<file path="config.mk">
export PLATFORM = sky130hd
export DESIGN_NAME = simd_result_collector
export DESIGN_NICKNAME = d
export VERILOG_FILES = /design/src/rtl/simd_pkg.sv /design/src/rtl/simd_result_fifo.sv /design/src/rtl/simd_result_collector.sv
export SDC_FILE = /design/constraint.sdc
export NUM_CORES = 2
export LEC_CHECK = 0
export ABC_AREA = 1
export BUFFER_PORTS_ARGS = -buffer_cell sky130_fd_sc_hd__buf_2
export CAP_MARGIN = 20
export CORE_ASPECT_RATIO = 1.1
export CORE_MARGIN = 2
export CORE_UTILIZATION = 30
export CTS_CLUSTER_DIAMETER = 50
export DETAILED_ROUTE_END_ITERATION = 12
export PLACE_DENSITY = 0.48
export SLEW_MARGIN = 20
export SYNTH_ARGS = -nofsm -noshare
export SYNTH_HDL_FRONTEND = slang
export SYNTH_HIERARCHICAL = 1
export SYNTH_SLANG_ARGS = --single-unit
</file>
<file path="constraint.sdc">
create_clock -name clk -period 30.4 [get_ports clk]
set_clock_uncertainty 0.15 [all_clocks]
set_input_delay 1.52 -clock clk [delete_from_list [all_inputs] [get_ports clk]]
set_output_delay 1.52 -clock clk [all_outputs]
set_load 0.1 [all_outputs]
</file>
<file path="src/rtl/simd_pkg.sv">
// Shared types for the SIMD result collector: lane geometry, beat select,
// FSM states and the buffered result entry layout.
package simd_pkg;

    localparam int LANES  = 4;
    localparam int LANE_W = 32;
    localparam int BEAT_W = LANES * LANE_W;

    typedef enum logic {
        BEAT_MAIN  = 1'b0,
        BEAT_EXTRA = 1'b1
    } beat_e;

    typedef enum logic {
        ST_IDLE = 1'b0,
        ST_RUN  = 1'b1
    } state_e;

    typedef struct packed {
        logic              wide;
        logic [BEAT_W-1:0] extra;
        logic [BEAT_W-1:0] main;
    } entry_t;

    localparam int ENTRY_W = $bits(entry_t);

endpackage

</file>
<file path="src/rtl/simd_result_fifo.sv">
// Purpose: synchronous FIFO holding buffered lane result entries.
// Latency: a push shows at the head the cycle after the write edge.
// Backpressure: push is dropped when full unless a pop happens in the same cycle.
module simd_result_fifo #(
    parameter  int WIDTH = 257,
    parameter  int DEPTH = 4,
    localparam int AW    = $clog2(DEPTH)
) (
    input  logic             clk,
    input  logic             reset,
    input  logic             push,
    input  logic [WIDTH-1:0] push_dat,
    input  logic             pop,
    output logic [WIDTH-1:0] pop_dat,
    output logic             full,
    output logic             empty,
    output logic [AW:0]      count
);

    localparam logic [AW-1:0] PTR_ONE = AW'(1);
    localparam logic [AW:0]   CNT_ONE = (AW + 1)'(1);
    localparam logic [AW:0]   CNT_MAX = (AW + 1)'(DEPTH);

    logic [WIDTH-1:0] mem_q [DEPTH];
    logic [WIDTH-1:0] mem_d [DEPTH];
    logic [AW-1:0]    wr_ptr_q, wr_ptr_d;
    logic [AW-1:0]    rd_ptr_q, rd_ptr_d;
    logic [AW:0]      count_q, count_d;
    logic             do_push, do_pop;

    assign empty   = (count_q == '0);
    assign full    = (count_q == CNT_MAX);
    assign count   = count_q;
    assign pop_dat = mem_q[rd_ptr_q];
    assign do_pop  = pop && !empty;
    // A full FIFO still takes a write when the head leaves in the same cycle.
    assign do_push = push && (!full || do_pop);

    always_comb begin
        mem_d    = mem_q;
        wr_ptr_d = wr_ptr_q;
        rd_ptr_d = rd_ptr_q;
        count_d  = count_q;
        if (do_push) begin
            mem_d[wr_ptr_q] = push_dat;
            wr_ptr_d        = wr_ptr_q + PTR_ONE;
        end
        if (do_pop) begin
            rd_ptr_d = rd_ptr_q + PTR_ONE;
        end
        if (do_push && !do_pop) begin
            count_d = count_q + CNT_ONE;
        end else if (!do_push && do_pop) begin
            count_d = count_q - CNT_ONE;
        end
    end

    always_ff @(posedge clk or posedge reset) begin
        if (reset) begin
            for (int i = 0; i < DEPTH; i++) begin
                mem_q[i] <= '0;
            end
            wr_ptr_q <= '0;
            rd_ptr_q <= '0;
            count_q  <= '0;
        end else begin
            mem_q    <= mem_d;
            wr_ptr_q <= wr_ptr_d;
            rd_ptr_q <= rd_ptr_d;
            count_q  <= count_d;
        end
    end

endmodule

</file>
<file path="src/rtl/simd_result_collector.sv">
// Purpose: buffer SIMD lane results and stream them as 128-bit beats, flagging the run end.
// Latency: a result written into an empty FIFO drives m_valid the cycle after its write edge.
// Backpressure: m_data/m_valid hold while m_ready is low; results arriving on a full FIFO are dropped (overflow).
module simd_result_collector
    import simd_pkg::*;
#(
    parameter int DEPTH = 4
) (
    input  logic              clk,
    input  logic              reset,
    input  logic              start,
    input  logic [5:0]        data_size,
    input  logic              res_valid,
    input  logic              wide_op,
    input  logic [BEAT_W-1:0] res_main,
    input  logic [BEAT_W-1:0] res_extra,
    output logic              m_valid,
    input  logic              m_ready,
    output logic [BEAT_W-1:0] m_data,
    output logic              m_last,
    output logic              busy,
    output logic              done,
    output logic              overflow
);

    localparam int            CW        = $clog2(DEPTH) + 1;
    localparam logic [CW-1:0] ONE_ENTRY = CW'(1);
    localparam logic [5:0]    CNT_ONE   = 6'd1;

    state_e     state_q, state_d;
    beat_e      beat_q, beat_d;
    logic [5:0] expected_q, expected_d;
    logic [5:0] rx_cnt_q, rx_cnt_d;
    logic [5:0] tx_cnt_q, tx_cnt_d;
    logic       overflow_q, overflow_d;
    logic       done_q, done_d;

    entry_t        head, wr_entry;
    logic          fifo_full, fifo_empty;
    logic [CW-1:0] fifo_cnt;
    logic          run, rx_done, last_beat, final_entry, hs, pop, push_req, push;

    simd_result_fifo #(
        .WIDTH (ENTRY_W),
        .DEPTH (DEPTH)
    ) u_fifo (
        .clk      (clk),
        .reset    (reset),
        .push     (push),
        .push_dat (wr_entry),
        .pop      (pop),
        .pop_dat  (head),
        .full     (fifo_full),
        .empty    (fifo_empty),
        .count    (fifo_cnt)
    );

    always_comb begin
        run       = (state_q == ST_RUN);
        rx_done   = (rx_cnt_q == expected_q);
        last_beat = (beat_q == BEAT_EXTRA) || !head.wide;
        // Final entry: either the run's last index, or the sole survivor once every result arrived.
        final_entry = (tx_cnt_q == expected_q - CNT_ONE) || (rx_done && (fifo_cnt == ONE_ENTRY));
        m_valid   = run && !fifo_empty;
        m_data    = (beat_q == BEAT_EXTRA) ? head.extra : head.main;
        m_last    = m_valid && last_beat && final_entry;
        hs        = m_valid && m_ready;
        pop       = hs && last_beat;
        push_req  = run && res_valid && !rx_done;
        push      = push_req && (!fifo_full || pop);
        wr_entry  = '{wide: wide_op, extra: res_extra, main: res_main};
    end

    always_comb begin
        state_d    = state_q;
        beat_d     = beat_q;
        expected_d = expected_q;
        rx_cnt_d   = rx_cnt_q;
        tx_cnt_d   = tx_cnt_q;
        overflow_d = overflow_q;
        done_d     = 1'b0;
        case (state_q)
            ST_IDLE: begin
                if (start) begin
                    overflow_d = 1'b0;
                    if (data_size == 6'd0) begin
                        done_d = 1'b1;
                    end else begin
                        state_d    = ST_RUN;
                        expected_d = data_size;
                        rx_cnt_d   = 6'd0;
                        tx_cnt_d   = 6'd0;
                        beat_d     = BEAT_MAIN;
                    end
                end
            end
            ST_RUN: begin
                if (push_req) begin
                    rx_cnt_d = rx_cnt_q + CNT_ONE;
                    if (!push) begin
                        overflow_d = 1'b1;
                    end
                end
                if (hs) begin
                    beat_d = last_beat ? BEAT_MAIN : BEAT_EXTRA;
                end
                if (pop) begin
                    tx_cnt_d = tx_cnt_q + CNT_ONE;
                end
                if ((hs && m_last) || (rx_done && fifo_empty)) begin
                    state_d = ST_IDLE;
                    done_d  = 1'b1;
                end
            end
            default: state_d = ST_IDLE;
        endcase
    end

    always_ff @(posedge clk or posedge reset) begin
        if (reset) begin
            state_q    <= ST_IDLE;
            beat_q     <= BEAT_MAIN;
            expected_q <= 6'd0;
            rx_cnt_q   <= 6'd0;
            tx_cnt_q   <= 6'd0;
            overflow_q <= 1'b0;
            done_q     <= 1'b0;
        end else begin
            state_q    <= state_d;
            beat_q     <= beat_d;
            expected_q <= expected_d;
            rx_cnt_q   <= rx_cnt_d;
            tx_cnt_q   <= tx_cnt_d;
            overflow_q <= overflow_d;
            done_q     <= done_d;
        end
    end

    assign busy     = (state_q == ST_RUN);
    assign done     = done_q;
    assign overflow = overflow_q;

endmodule

</file>
# Word-level counts from Yosys, hierarchy flattened
# Cells that the tools add are included.
dict set report word_totals {
  reg_bits 1057
  input_bits 268
  out_inout_bits 133
  elab_cells 105
}
dict set report op_classes {
  addsub 7
  magnitude_cmp 3
  n_eq_ne 10
  mux 32
  bitwise_logic 4
  n_reduce_logical 35
}
# op count
set ops {}
lappend ops {{$bwmux W1028} 1}
lappend ops {{$mux W257} 3}
lappend ops {{$bmux W257 S2} 1}
lappend ops {{$demux W257 S2} 1}
lappend ops {{$mux W128} 1}
lappend ops {{$mux W6} 4}
lappend ops {{$pmux W6 S2} 2}
lappend ops {{$logic_and A1 B1 Y1} 16}
lappend ops {{$reduce_and A3 Y1} 5}
lappend ops {{$mux W1} 13}
lappend ops {{$add A6 B1 Y6 const B} 2}
lappend ops {{$eq A6 B6 Y1} 2}
lappend ops {{$pmux W1 S2} 4}
lappend ops {{$ge A3 B3 Y1 const B} 2}
lappend ops {{$logic_not A1 Y1} 6}
lappend ops {{$logic_not A6 Y1} 1}
lappend ops {{$mux W3} 2}
lappend ops {{$ne A2 B1 Y1 const B} 3}
lappend ops {{$ne A2 B2 Y1 const B} 3}
lappend ops {{$not A2 Y3} 2}
lappend ops {{$sub A6 B1 Y6 const B} 1}
lappend ops {{$logic_or A1 B1 Y1} 5}
lappend ops {{$add A2 B1 Y2 const B} 2}
lappend ops {{$add A3 B1 Y3 const B} 1}
lappend ops {{other kinds (7)} 8}

# Depth between registers and ports, before layout
dict set report logic_depth {
  depth_word 14
  mapped_depth 23
  depth_no_buf 19
}

# Hierarchy
# The synthesis kept the hierarchy.
# mod n_inst cells_per_inst area_per_inst_um2 seq_area_each_um2
set by_module_without_submodules {}
lappend by_module_without_submodules {simd_result_fifo 1 6075 49314.8 25899.8}
lappend by_module_without_submodules {simd_result_collector 1 621 3025.4 550.5}

# Worst setup path before layout
# OpenSTA, ideal clock, no wires.
dict set report synth_timing {
  path_kind {reg2out}
  start {register state_q (netlist: busy)}
  end {output port m_last}
  arrival_time_ps 3138
  path_slack_ps 25592
  stages_incl_launch_ff 5
  path_buffers 0
  cell_sequence {dfrtp_1 > inv_4 > nor2_4 > inv_1 > nor2_1}
}
dict set report synth_between {
  elab_chain_len 3
}
# item line
set synth_rtl {}
lappend synth_rtl {{start, declared} simd_result_collector.sv:30} ;# state_e state_q, state_d;
lappend synth_rtl {{start signal, assigned} simd_result_collector.sv:129} ;# state_q <= state_d;
lappend synth_rtl {{$logic_and A1 B1 Y1} simd_result_collector.sv:64} ;# m_valid = run && !fifo_empty;
lappend synth_rtl {{net m_valid} simd_result_collector.sv:17} ;# output logic m_valid,
lappend synth_rtl {{$logic_and A1 B1 Y1 (2 in series)} simd_result_collector.sv:66} ;# m_last = m_valid && last_beat && final_entry;
lappend synth_rtl {{end, declared} simd_result_collector.sv:20} ;# output logic m_last,
# The timed path passes the listed nets, and every way through them passes these cells.

==> flow_summary_export.csv <==
group,metric,value,unit
run_status,outcome,"complete, no violations",
clock_tree,cts_resized,0,
critical_path,end_kind,"primary output",
yosys,synthesis.area,52300,um^2
floorplan,io_pins,401,
drt,drt-vias-per-instance,5.47,
yosys,ys.warnings.count,6,
cells_and_area,design.final.nets,6948,
timing,slew_headroom,24.2,%
placement,detailedPlace.worstSlack,23.54,ns
floorplan,core_area,173000,um^2
timing,timing_hold_violations_final,0,
yosys,synth_area_leaders,"sky130_fd_sc_hd__dfrtp_1 51%, sky130_fd_sc_hd__nand2_1 18%, sky130_fd_sc_hd__nand4_1 12%",
placement,dp_hpwl,117000,um
yosys,synth_seq_cells,1057,
critical_path,worst-endpoint-required,28.73,ns
timing,report.final.setup_viol,0,
timing,whs,0.311,ns
timing,max_freq,134,MHz
clock_tree,cts_buffer_depth,3,
drt,wl_per_cell,23.6,um
yosys,synthesis.instances,6696,
clock_tree,clk_root_buffer_cell,"sky130_fd_sc_hd__clkbuf_16",
clock_tree,clock_sinks,1057,
timing,maxSlewViolCount,0,
clock_tree,clk_transition_reported_paths,0.05,ns
timing,max_slew.worst_pin.slew,1.14,ns
global_route,first_pass_grt_wire_length,321000,um
timing,setup_total_negative_slack,0,ns
yosys,synth_top_area_cell,"sky130_fd_sc_hd__dfrtp_1",
yosys,compound_gate_portion_of_the_synthesized_area,8.27,%
drt,ant_nets,0,
critical_path,critPathKind,"reg -> out",
yosys,muxShareOfSynthArea,0.0430,%
critical_path,critPathTopFamily,"buffers and inverters",
critical_path,crit_arrival,5.81,ns
clock_tree,htreeDepth,4,
yosys,post_synth_xor_area_fraction,0.201,%
yosys,synth_enable_flop_cells,0,
drt,dr.first_iter.drc_count,4986,
yosys,ys.flop_type,"sky130_fd_sc_hd__dfrtp_1",
timing,min_period,7.48,ns
floorplan,die_height,442,um
timing,setup_repair_after_global_routing_missed_its_margin,"no",
critical_path,cp_slowest_stage_delay,0.88,ns
flow_run,maxCapViolCount,0,
global_route,grt.total_usage,23.4,%
drt,total_number_of_vias,49700,
clock_tree,tritoncts.num_buffers,149,
yosys,main_combinational_cell_family_by_area_after_synthesis,"simple AND/OR/NAND/NOR gates",
cells_and_area,final.fill_count,18300,
yosys,synthDominantCellAreaShare,50.5,%
critical_path,setup.worst_path.start_class,"flip-flop",
floorplan,die_x,402,um
yosys,synth_fp_nets,6973,
drt,drt-pass1-iter-count,5,
clock_tree,post-cts-setup-buffers,0,
clock_tree,tritoncts,"done",
critical_path,crit_chain,"inv_8 > buf_4 > buf_4 > buf_4 > nor2_1 > o22ai_1 > nand2_1 > nand2_1 > buf_2",
yosys,synth_seq_area_share,50.5,%
critical_path,cpMostUsedCell,"sky130_fd_sc_hd__buf_4",
placement,placement.io_buffers,400,
global_route,antenna_violations_before_repair,114,
placement,gp_congestion,0.840,
floorplan,floorplan.die_area,178000,um^2
placement,placed_area,55000,um^2
cells_and_area,stdcell_area,60400,um^2
hold_path,class_of_the_tightest_hold_or_removal_check,"reg -> reg",
drt,detail_route.drc_violations,0,
timing,min_period_over_period,24.6,%
clock_tree,worst_skew_pair.late_latency,0.80,ns
cells_and_area,area_growth_syn_to_layout,15.3,%
clock_tree,cts.hold.buffers_added,0,
yosys,synth-async-reset-ratio,100,%
global_route,pin_count_of_the_biggest_net_entering_global_routing,248,
global_route,grt_pass1_vias,47400,
drt,drt_wirelength,215000,um
cells_and_area,regArea,26500,um^2
floorplan,placementRows,160,
critical_path,number_of_buffer_and_inverter_stages_on_the_critical_path,5,
yosys,synth_simple_gate_area_share,34.7,%
global_route,globalRouteOverflowTotal,0,
yosys,syn_area_per_cell,7.82,um^2
critical_path,cpMaxStageDelayCell,"sky130_fd_sc_hd__buf_4",
cells_and_area,drive_above_1_share,11.4,%
yosys,netlist-cell-type-count,36,
timing,final.setup.worst_slack,22.92,ns
yosys,yosys.area_share.adder,0.229,%
critical_path,crit_fanout,131,
floorplan,floorplan.initialDensity,30.2,%
cells_and_area,multi_input_area,22800,um^2
-- per-stage QoR --
stage	util [%]	std cells
3_3_place_gp	31.8	8784
5_1_grt	34.9	9082
3_5_place_dp	31.8	8784
6_report	34.9	9090
2_1_floorplan	-	6696
4_1_cts	34.8	9058
-- registers in the layout (all words and copies together) (netlist names) --
name             flops
busy                 1
beat_q               1
tx_cnt_q             6
overflow             1
u_fifo/rd_ptr_q      2
expected_q           6
u_fifo/mem_q      1028
u_fifo/wr_ptr_q      2
done                 1
u_fifo/count         3
rx_cnt_q             6
-- cell families after synthesis --
family,Yosys count
XOR/XNOR,12
AND/OR/NAND/NOR,4121
flip-flops,1057
multiplexers,2
adder cells (fa/ha/maj),9
AO/OA/AOI/OAI,794
buffers and inverters,701
-- worst register-to-register path, stage by stage, from the launching register on --
cell and delay (ns):
sky130_fd_sc_hd__dfrtp_4 0.61, sky130_fd_sc_hd__inv_8 0.29, sky130_fd_sc_hd__o21ai_0 0.39, sky130_fd_sc_hd__o22ai_1 0.11
sky130_fd_sc_hd__nand2_1 0.18, sky130_fd_sc_hd__nand2_4 0.09, sky130_fd_sc_hd__nand2_1 0.07, sky130_fd_sc_hd__nand2_1 0.15
sky130_fd_sc_hd__inv_8 0.51, sky130_fd_sc_hd__buf_4 0.89, sky130_fd_sc_hd__buf_4 0.91, sky130_fd_sc_hd__buf_4 1.01
sky130_fd_sc_hd__buf_4 1.03, sky130_fd_sc_hd__nand4_1 0.24, sky130_fd_sc_hd__nand2_1 0.12
-- cell type report --
type / instances / area share, %
clock buffers: 196 / 6.95
repair buffers: 481 / 4.69
well taps: 2268 / 4.70
flip-flops and latches: 1057 / 43.8
inverters: 44 / 0.338
diodes: 28 / 0.116
clock inverters: 78 / 1.58
multi-input cells: 4938 / 37.8
-- Yosys cell counts, types with 2 or more instances --
| cell | n |
|---|---|
| sky130_fd_sc_hd__inv_1 | 41 |
| sky130_fd_sc_hd__o21ai_2 | 2 |
| sky130_fd_sc_hd__mux2_2 | 2 |
| sky130_fd_sc_hd__or2_2 | 3 |
| sky130_fd_sc_hd__nand3_2 | 4 |
| sky130_fd_sc_hd__buf_1 | 84 |
| sky130_fd_sc_hd__nand3b_1 | 3 |
| sky130_fd_sc_hd__o22ai_1 | 258 |
| sky130_fd_sc_hd__nand3_1 | 16 |
| sky130_fd_sc_hd__dfrtp_1 | 1057 |
| sky130_fd_sc_hd__ha_1 | 8 |
| sky130_fd_sc_hd__buf_6 | 8 |
| sky130_fd_sc_hd__nor2_1 | 538 |
| sky130_fd_sc_hd__nand4_1 | 1031 |
| sky130_fd_sc_hd__o21ai_1 | 80 |
| sky130_fd_sc_hd__xnor2_1 | 2 |
| sky130_fd_sc_hd__buf_2 | 286 |
| sky130_fd_sc_hd__nand2_1 | 2518 |
| sky130_fd_sc_hd__nand2_4 | 3 |
| sky130_fd_sc_hd__a21oi_2 | 4 |
| sky130_fd_sc_hd__a21oi_1 | 6 |
| sky130_fd_sc_hd__xor2_1 | 10 |
| sky130_fd_sc_hd__o21ai_0 | 443 |
| sky130_fd_sc_hd__buf_4 | 24 |
| sky130_fd_sc_hd__clkbuf_1 | 254 |
-- routing by layer --
metal | global-route usage [%] | wire length [um]
met5 | 0 | 578
met2 | 33.6 | 92000
met3 | 5.92 | 17600
met4 | 7.47 | 5430
met1 | 34.1 | 99200
-- worst paths after layout --
kind                       slack [ns]                end          startpoint  cells past startpoint
max                             22.92         m_data[63]  u_fifo/rd_ptr_q[0]                      9
min                              0.31  u_fifo/mem_q[436]   u_fifo/mem_q[436]                      2
max reg2reg                     23.61  u_fifo/mem_q[196]  u_fifo/rd_ptr_q[0]                     14
min reg2reg                      0.31  u_fifo/mem_q[436]   u_fifo/mem_q[436]                      2
max in group asynchronous       24.75  u_fifo/mem_q[711]               reset                      7
min in group asynchronous        0.58  u_fifo/mem_q[119]               reset                      2
-- placed cells by master (no fill, tap or decap), types with 3 or more instances in the layout --
| cell type | count |
|---|---|
| sky130_fd_sc_hd__clkinvlp_4 | 6 |
| sky130_fd_sc_hd__clkbuf_16 | 150 |
| sky130_fd_sc_hd__nand3b_1 | 3 |
| sky130_fd_sc_hd__inv_1 | 37 |
| sky130_fd_sc_hd__nor2_1 | 538 |
| sky130_fd_sc_hd__or2_2 | 3 |
| sky130_fd_sc_hd__nand2_1 | 2518 |
| sky130_fd_sc_hd__buf_4 | 65 |
| sky130_fd_sc_hd__xor2_1 | 10 |
| sky130_fd_sc_hd__inv_16 | 3 |
| sky130_fd_sc_hd__nand2_4 | 3 |
| sky130_fd_sc_hd__o21ai_1 | 80 |
| sky130_fd_sc_hd__inv_8 | 3 |
| sky130_fd_sc_hd__buf_12 | 11 |
| sky130_fd_sc_hd__inv_6 | 17 |
| sky130_fd_sc_hd__clkinv_4 | 10 |
| sky130_fd_sc_hd__ha_1 | 4 |
| sky130_fd_sc_hd__o21ai_0 | 443 |
| sky130_fd_sc_hd__a21oi_1 | 6 |
| sky130_fd_sc_hd__o22ai_1 | 258 |
| sky130_fd_sc_hd__clkbuf_1 | 19 |
| sky130_fd_sc_hd__buf_16 | 4 |
| sky130_fd_sc_hd__dfrtp_4 | 3 |
| sky130_fd_sc_hd__buf_2 | 400 |
| sky130_fd_sc_hd__clkbuf_8 | 27 |
| sky130_fd_sc_hd__clkinv_2 | 27 |
| sky130_fd_sc_hd__a21oi_2 | 4 |
| sky130_fd_sc_hd__ha_4 | 4 |
| sky130_fd_sc_hd__bufinv_16 | 13 |
| sky130_fd_sc_hd__clkinv_8 | 3 |
| sky130_fd_sc_hd__nand3_1 | 16 |
| sky130_fd_sc_hd__nand4_1 | 1031 |
| sky130_fd_sc_hd__nand3_4 | 5 |
| sky130_fd_sc_hd__dfrtp_1 | 1054 |
| sky130_fd_sc_hd__diode_2 | 28 |
Power is left out: the tool's default activity adds up to more than one toggle a clock period on the data nets, which glitch-free logic cannot reach.
